## config.mk

```make
export PLATFORM = sky130hd
export DESIGN_NAME = matrix_scan_sequencer
export DESIGN_NICKNAME = d
export VERILOG_FILES = /design/src/rtl/matrix_scan_sequencer.sv
export SDC_FILE = /design/constraint.sdc
export NUM_CORES = 1
export LEC_CHECK = 0
export ABC_AREA = 1
export CAP_MARGIN = 20
export CORE_MARGIN = 8
export CORE_UTILIZATION = 49
export CTS_CLUSTER_SIZE = 24
export DETAILED_ROUTE_END_ITERATION = 8
export PLACE_DENSITY_LB_ADDON = 0.12
export REMOVE_ABC_BUFFERS = 1
export SLEW_MARGIN = 20
export SYNTH_ARGS = -nofsm -noshare
export SYNTH_HDL_FRONTEND = slang
export SYNTH_SLANG_ARGS = --single-unit
```

## constraint.sdc

```tcl
create_clock -name clk -period 1.4 [get_ports clk]
set_input_delay 0.28 -clock clk [delete_from_list [all_inputs] [get_ports clk]]
set_output_delay 0.28 -clock clk [all_outputs]
set_load 0.02 [all_outputs]
```

## src/rtl/matrix_scan_sequencer.sv

```systemverilog
// rtl/matrix_scan_sequencer.sv - column/row scan sequencer with dwell, blanking and frame pulse
module matrix_scan_sequencer #(
  parameter int COLS  = 5,
  parameter int ROWS  = 7,
  parameter int DWELL = 4
) (
  input  logic       clk,
  input  logic       rst_n,
  input  logic       en,
  input  logic       hold,
  input  logic       sync_clr,
  output logic [2:0] mdc,
  output logic [2:0] mdl,
  output logic       scan_valid,
  output logic       frame_done,
  output logic       busy
);

  localparam int             CW         = (DWELL > 1) ? $clog2(DWELL) : 1;
  localparam logic [CW-1:0]  DWELL_LAST = CW'(DWELL - 1);
  localparam logic [2:0]     COL_LAST   = 3'(COLS - 1);
  localparam logic [2:0]     ROW_LAST   = 3'(ROWS - 1);

  typedef enum logic [1:0] {
    IDLE  = 2'd0,
    SCAN  = 2'd1,
    BLANK = 2'd2
  } state_t;

  state_t        state_q, state_d;
  logic [CW-1:0] dwell_q, dwell_d;
  logic [2:0]    mdc_q, mdc_d;
  logic [2:0]    mdl_q, mdl_d;
  logic          scan_valid_q, scan_valid_d;
  logic          frame_done_q, frame_done_d;
  logic          busy_q, busy_d;
  logic          last_pos;

  // Next-state, dwell and coordinate stepping; outputs are decoded from the next state so they leave flops.
  always_comb begin
    state_d      = state_q;
    dwell_d      = dwell_q;
    mdc_d        = mdc_q;
    mdl_d        = mdl_q;
    frame_done_d = 1'b0;
    last_pos     = (mdc_q == COL_LAST) && (mdl_q == ROW_LAST);

    if (sync_clr && ((state_q != IDLE) || en)) begin
      // Restart the frame through a blank cycle so the decoder settles at (0,0).
      state_d = BLANK;
      dwell_d = '0;
      mdc_d   = 3'd0;
      mdl_d   = 3'd0;
    end else begin
      case (state_q)
        IDLE: begin
          if (en) begin
            state_d = SCAN;
            dwell_d = '0;
            mdc_d   = 3'd0;
            mdl_d   = 3'd0;
          end
        end
        SCAN: begin
          if (!hold) begin
            if (dwell_q == DWELL_LAST) begin
              // Advance coordinates on entry to BLANK; the last position wraps and flags end of frame.
              state_d = BLANK;
              dwell_d = '0;
              if (mdc_q == COL_LAST) begin
                mdc_d = 3'd0;
                mdl_d = (mdl_q == ROW_LAST) ? 3'd0 : mdl_q + 3'd1;
              end else begin
                mdc_d = mdc_q + 3'd1;
              end
              frame_done_d = last_pos;
            end else begin
              dwell_d = dwell_q + 1'b1;
            end
          end
        end
        BLANK: begin
          // frame_done_q marks the end-of-frame blank, the only place en can stop the scan.
          dwell_d = '0;
          state_d = (frame_done_q && !en) ? IDLE : SCAN;
        end
        default: begin
          state_d = IDLE;
          dwell_d = '0;
          mdc_d   = 3'd0;
          mdl_d   = 3'd0;
        end
      endcase
    end

    scan_valid_d = (state_d == SCAN);
    busy_d       = (state_d != IDLE);
  end

  // State and output registers with asynchronous active-low reset.
  always_ff @(posedge clk or negedge rst_n) begin
    if (!rst_n) begin
      state_q      <= IDLE;
      dwell_q      <= '0;
      mdc_q        <= 3'd0;
      mdl_q        <= 3'd0;
      scan_valid_q <= 1'b0;
      frame_done_q <= 1'b0;
      busy_q       <= 1'b0;
    end else begin
      state_q      <= state_d;
      dwell_q      <= dwell_d;
      mdc_q        <= mdc_d;
      mdl_q        <= mdl_d;
      scan_valid_q <= scan_valid_d;
      frame_done_q <= frame_done_d;
      busy_q       <= busy_d;
    end
  end

  assign mdc        = mdc_q;
  assign mdl        = mdl_q;
  assign scan_valid = scan_valid_q;
  assign frame_done = frame_done_q;
  assign busy       = busy_q;

endmodule

```

# After elaboration in Yosys (flattened, before gate mapping)
# Index checks and enable logic that the tools add are counted.
[classes] add_sub_neg=3 n_div=0 n_reduce_logical=11 n_shift=0 eq_ne=11 bitwise_logic=0 order_cmp=0 multipliers=0 mux=27
[ops] op="3-bit 2-to-1 mux" count=10
[ops] op="3-bit case mux with 3 select lines" count=2
[ops] op="2-bit 2-to-1 mux" count=8
[ops] op="3-bit inequality test (second input constant)" count=4
[ops] op="3-bit by 1-bit adder with 3-bit output (second input constant)" count=2
[ops] op="3-bit equality test (second input constant)" count=2
[ops] op="2-bit case mux with 3 select lines" count=1
[ops] op="1-bit 2-to-1 mux" count=5
[ops] op="5-bit AND reduction" count=1
[ops] op="2-bit by 1-bit equality test with 1-bit output (second input constant)" count=2
[ops] op="2-bit equality test (second input constant)" count=2
[ops] op="2-bit case mux with 2 select lines" count=1
[ops] op="4-bit AND reduction" count=1
[ops] op="2-bit nonzero test" count=2
[ops] op="1-bit logical AND" count=3
[ops] op="2-bit by 1-bit adder with 2-bit output (second input constant)" count=1
[ops] op="2-bit logical NOT" count=1
[ops] op="2-bit inequality test (second input constant)" count=1
[ops] op="2-bit AND reduction" count=1
[ops] op="1-bit logical NOT" count=1
[ops] op="1-bit logical OR" count=1
[word_totals] latch_bits=0 ramBits=0 output_inout_bits=9 romBits=0 n_memories=0 in_bits=5 reg_bits=13 word_cells=59

# Depth between registers and ports, before layout
[logic_depth] word_depth=7 depth_mapped=8 ltp_nobuf=8

# Least setup slack after synthesis
# Ideal clock, no wire load.
[synth_timing] kind="register -> register" startpoint="reg mdc_q[0] (netlist: mdc[0])" endpoint="reg mdc_q[2] (netlist: mdc[2])" setup_ns=0.083 t_required_ns=1.317 synth_period_minus_slack_ns=1.270 setup_slack_ns=0.130 n_path_buf=0 arrival_time_ns=1.188 stages_incl_launch_ff=8 path_cell_list="dfrtp_1 > inv_1 > ha_1 > nand2_1 > nand3_1 > nor3_1 > nand2_1 > o21ai_0"
[synth_via] elab_chain_len=6 word_cells_on_any_way=7 cone_classes="1 x add/sub; 1 x eq/ne; 5 x mux"
[synth_lines] element="start, declared" line="32" source="logic [2:0] mdc_q, mdc_d;"
[synth_lines] element="start signal, assigned" line="113" source="mdc_q <= mdc_d;"
[synth_lines] element="3-bit by 1-bit adder with 3-bit output or 3-bit equality test (tied branches)" line="74, 70"
[synth_lines] element="3-bit 2-to-1 mux *" line="70" source="if (mdc_q == COL_LAST) begin"
[synth_lines] element="3-bit 2-to-1 mux *" line="66" source="if (dwell_q == DWELL_LAST) begin"
[synth_lines] element="3-bit 2-to-1 mux *" line="65" source="if (!hold) begin"
[synth_lines] element="3-bit case mux with 3 select lines *" line="55" source="case (state_q)"
[synth_lines] element="3-bit 2-to-1 mux *" line="48" source="if (sync_clr && ((state_q != IDLE) || en)) begin"
# Every way passes the cells marked *; elsewhere a longest branch is shown, timed or not. The select of a mux whose other input is x is not followed.
# A chain may end at the register's enable or synchronous reset.

# Worst setup path in the final report
[layout_timing] startpoint="reg dwell_q[1]" endpoint="reg mdl_q[0] (netlist: mdl[0])"
[layout_via] elab_chain_len=3
[layout_lines] element="start, declared" line="31" source="logic [CW-1:0] dwell_q, dwell_d;"
[layout_lines] element="start signal, assigned" line="112" source="dwell_q <= dwell_d;"
[layout_lines] element="2-bit equality test" line="66"
[layout_lines] element="3-bit inequality test (no source line)"
[layout_lines] element="5-bit AND reduction (no source line)"
[layout_lines] element="end signal, assigned" line="114" source="mdl_q <= mdl_d;"
[layout_lines] element="end, declared" line="33" source="logic [2:0] mdl_q, mdl_d;"
# No other way between the ends.

==> run summary <==
Summing the areas of all fa, ha and maj instances in the mapped netlist gives 5.07% of the synthesized area. The chip width is 54.9 µm. The number of enable flip-flop cells after synthesis is 0.

In the final routed layout, each cell accounts on average for 12.6 µm. The area of the die came out at 3010 µm². The share of layout cells above drive strength 1 came out at 27.1%. The initial detailed-routing violation count is 16. The cts-stage hold buffer count came out at 0. No sink is reached through more buffers than the 2 on the longest clock path. The tree is rooted in a sky130_fd_sc_hd__clkbuf_4. The clock skew after layout came out at 0.00192 ns.

The simple-gate area share of the yosys netlist is 36.7%. TritonCTS built the clock tree. The placed cell count came out at 138. The worst setup path is of the reg2reg kind. The fraction of the mapped netlist area in compound gates came out at 7.26%.

The remaining antenna violation count after routing is 0. The clock reaches the later pin of the worst-skew pair after 0.28 ns. Once the floorplan was initialized, standard cells occupied 50.9% of the core.

The global-route usage over all layers is 13.2%. The number of global-route vias before repair is 687. The pin count of the biggest net entering global routing came out at 14. The proportion of synthesized flip-flops having asynchronous set or reset came out at 100%. The number of max-slew violations in the final report came to 0.

The startpoint type of the worst setup path is a flop. The area of combinational cells with multiple inputs came out at 398 µm². The repair_antennas step left the layout with diodes totalling 0. Summed over all cells, the static leakage comes to 0.561 nW. The synthesized instance count came out at 97. Pin placement for this block handled 14 I/O pins. The worst supply voltage drop on vdd is 0.000521 V. The required time of the critical path came out at 1.58 ns. The synthesized-area fraction occupied by xor and xnor cells came out at 0%. The clock input transition at the sequential cells of the worst setup and hold paths came out at 0.08 ns.

By instance count, the leading cell after synthesis is sky130_fd_sc_hd__nand2_1. The number of non-filler instances in the completed layout came out at 145. The total clock sinks came out at 13. Static timing analysis puts the maximum clock frequency at 728 MHz. The run finished with clean final reports. The slew at the pin with the worst max-slew slack is 0.262 ns.

The detailed placement HPWL is 1300 µm. The worst relative slew slack came out at 82.4%. The power consumption came out at 1.00 mW. The worst hold slack came out at 0.294 ns. The number of vias per cell after detailed routing is 5.07. Buffers placed on the I/O ports in this run total 13. In the routed design, unresolved DRC markers number 0. After synthesis, the largest area contributor takes up 43.9% of total cell area. The average cell area after synthesis came out at 7.64 µm².

The commonest cells after synthesis are sky130_fd_sc_hd__nand2_1, sky130_fd_sc_hd__inv_1, sky130_fd_sc_hd__dfrtp_1, sky130_fd_sc_hd__nand3_1, sky130_fd_sc_hd__nor2_1. In the post-synthesis netlist, the biggest area contributors are sky130_fd_sc_hd__dfrtp_1, sky130_fd_sc_hd__nand2_1, sky130_fd_sc_hd__nand3_1. The setup total negative slack came out at 0 ns. The total vias in the final route is 735. The count of cell types in the netlist came out at 17. The die is 54.9 µm tall. The worst setup path is captured at a flop. Setup violations remaining at the end of the flow were counted as 0. The core region area is 1450 µm².

The number of iterations in the first detailed-routing pass is 4. The cell area after technology mapping came out at 741 µm². Signal routing reaches up to met4. Among all flip-flop cells after synthesis, the most frequent one is sky130_fd_sc_hd__dfrtp_1. The number of antenna violations at the first check in global routing is 0. The detailed router put a total of 823 µm of wire on met1. The area after detailed placement came out at 981 µm². Synthesis inferred 13 register bits.

Compared with the post-synthesis result, the final layout area differs by 42.4%. Of the available clock period, the critical path in the final layout requires 98.1%. The sequential share of the synthesized area is 43.9%.

After routing the design area is 1050 µm². Setup repair after global routing could not meet its margin everywhere. The routed wire length on met2 is 849 µm. The largest family of logic cells by synthesized area is simple AND/OR/NAND/NOR gates.

The synthesis warning total came out at 0. The clock buffer count from CTS came out at 3. Across the whole layout, storage elements account for 327 µm². The multiplexer area fraction after synthesis came out at 0%. The largest total area in the synthesized netlist belongs to sky130_fd_sc_hd__dfrtp_1. The share of the core filled with cells in the final layout is 72.5%. After detailed routing, the total wire length is 1830 µm. At the placement stage, the worst setup path has a slack of -0.105 ns. The length of routed met3 wiring came out at 127 µm. The number of cell rows is 14. The count of final hold-check violations is 0.

The least setup slack across all paths after layout came out at 0.0269 ns. In the final design database the tool counted 138 nets. In this run the worst path has a maximum fanout of 6. The first-pass GRT wire length is 2900 µm.

The class of the tightest hold or removal check is in2async. The max capacitance violation total came out at 0. The critical path arrival is 1.56 ns.

The power per cell area is 952 nW/µm². The post-route minimum period is 1.37 ns. Routability-driven placement finished with a final weighted congestion of 0.861. Summed over all layers, the global routing overflow is 0.

The level count of the clock H-tree came out at 1. The final-layout fill cell count is 122.
==> kinds of logic (layout without fill, tap and decap cells) <==
logic type,Yosys count,count (layout)
buffers and inverters,14,46
adder cells (fa/ha/maj),3,3
flip-flops,13,13
AND/OR/NAND/NOR,57,57
AO/OA/AOI/OAI,10,10
==> flip-flops by register name (all words and copies together) (netlist names) <==
register    cells
state_q         2
frame_done      1
dwell_q         2
mdc             3
scan_valid      1
busy            1
mdl             3
==> power breakdown <==
part | switching, mW | total [mW] | internal [mW]
clock network | 0.134 | 0.245 | 0.111
logic | 0.196 | 0.326 | 0.130
registers | 0.0247 | 0.434 | 0.409
total | 0.355 | 1.00 | 0.650
==> worst max-delay path, stage by stage, from the launching register on <==
cell                       delay [ns]
sky130_fd_sc_hd__dfrtp_1         0.39
sky130_fd_sc_hd__ha_2            0.20
sky130_fd_sc_hd__nand3b_1        0.23
sky130_fd_sc_hd__a21oi_2         0.23
sky130_fd_sc_hd__nor2_4          0.10
sky130_fd_sc_hd__nand3_1         0.08
sky130_fd_sc_hd__nand2_1         0.05
==> layout by cell type, fill, tap and decap left out, types with 2 or more instances in the layout <==
| master | synthesis | routed |
|---|---|---|
| sky130_fd_sc_hd__nand3_2 | 1 | 4 |
| sky130_fd_sc_hd__nand3_1 | 13 | 10 |
| sky130_fd_sc_hd__a21oi_1 | 3 | 3 |
| sky130_fd_sc_hd__o21ai_0 | 4 | 3 |
| sky130_fd_sc_hd__clkdlybuf4s50_1 | 0 | 4 |
| sky130_fd_sc_hd__nor2_4 | 3 | 3 |
| sky130_fd_sc_hd__nand2_1 | 28 | 23 |
| sky130_fd_sc_hd__nor2_1 | 7 | 7 |
| sky130_fd_sc_hd__o21ai_1 | 2 | 3 |
| sky130_fd_sc_hd__nand2_2 | 1 | 6 |
| sky130_fd_sc_hd__clkbuf_4 | 0 | 3 |
| sky130_fd_sc_hd__buf_4 | 0 | 15 |
| sky130_fd_sc_hd__inv_1 | 14 | 14 |
| sky130_fd_sc_hd__dfrtp_1 | 13 | 12 |
| sky130_fd_sc_hd__dlygate4sd2_1 | 0 | 9 |
| sky130_fd_sc_hd__ha_1 | 3 | 2 |
==> per-layer routing <==
| layer | up-vias | global-route usage [%] |
|---|---|---|
| li1 | 378 | - |
| met1 | 332 | 16.6 |
| met2 | 20 | 20.4 |
| met3 | 5 | 2.72 |
| met4 | 0 | 7.38 |
| met5 | - | 0 |
==> cell type report <==
type	count	area share [%]
well taps	16	1.90
clock buffers	4	2.49
inverters	14	4.98
repair buffers	28	21.9
flip-flops and latches	13	31.0
multi-input cells	70	37.7
==> final timing paths <==
kind,startpoint,end,slack [ns],cells after the start
max in group asynchronous,rst_n,state_q[1],0.92,2
min in group clk,dwell_q[1],dwell_q[1],0.51,2
max,dwell_q[1],mdl[0],0.03,6
max reg2reg,dwell_q[1],mdl[0],0.03,6
min,rst_n,dwell_q[0],0.29,2
min reg2reg,dwell_q[1],dwell_q[1],0.51,2
==> what timing repair did <==
item	4_1_cts	5_1_grt
setup buffers	0	3
resized for setup	10	11
pin swaps	0	5
setup endpoints to repair	10	7
(Power assumes the default switching activity.)
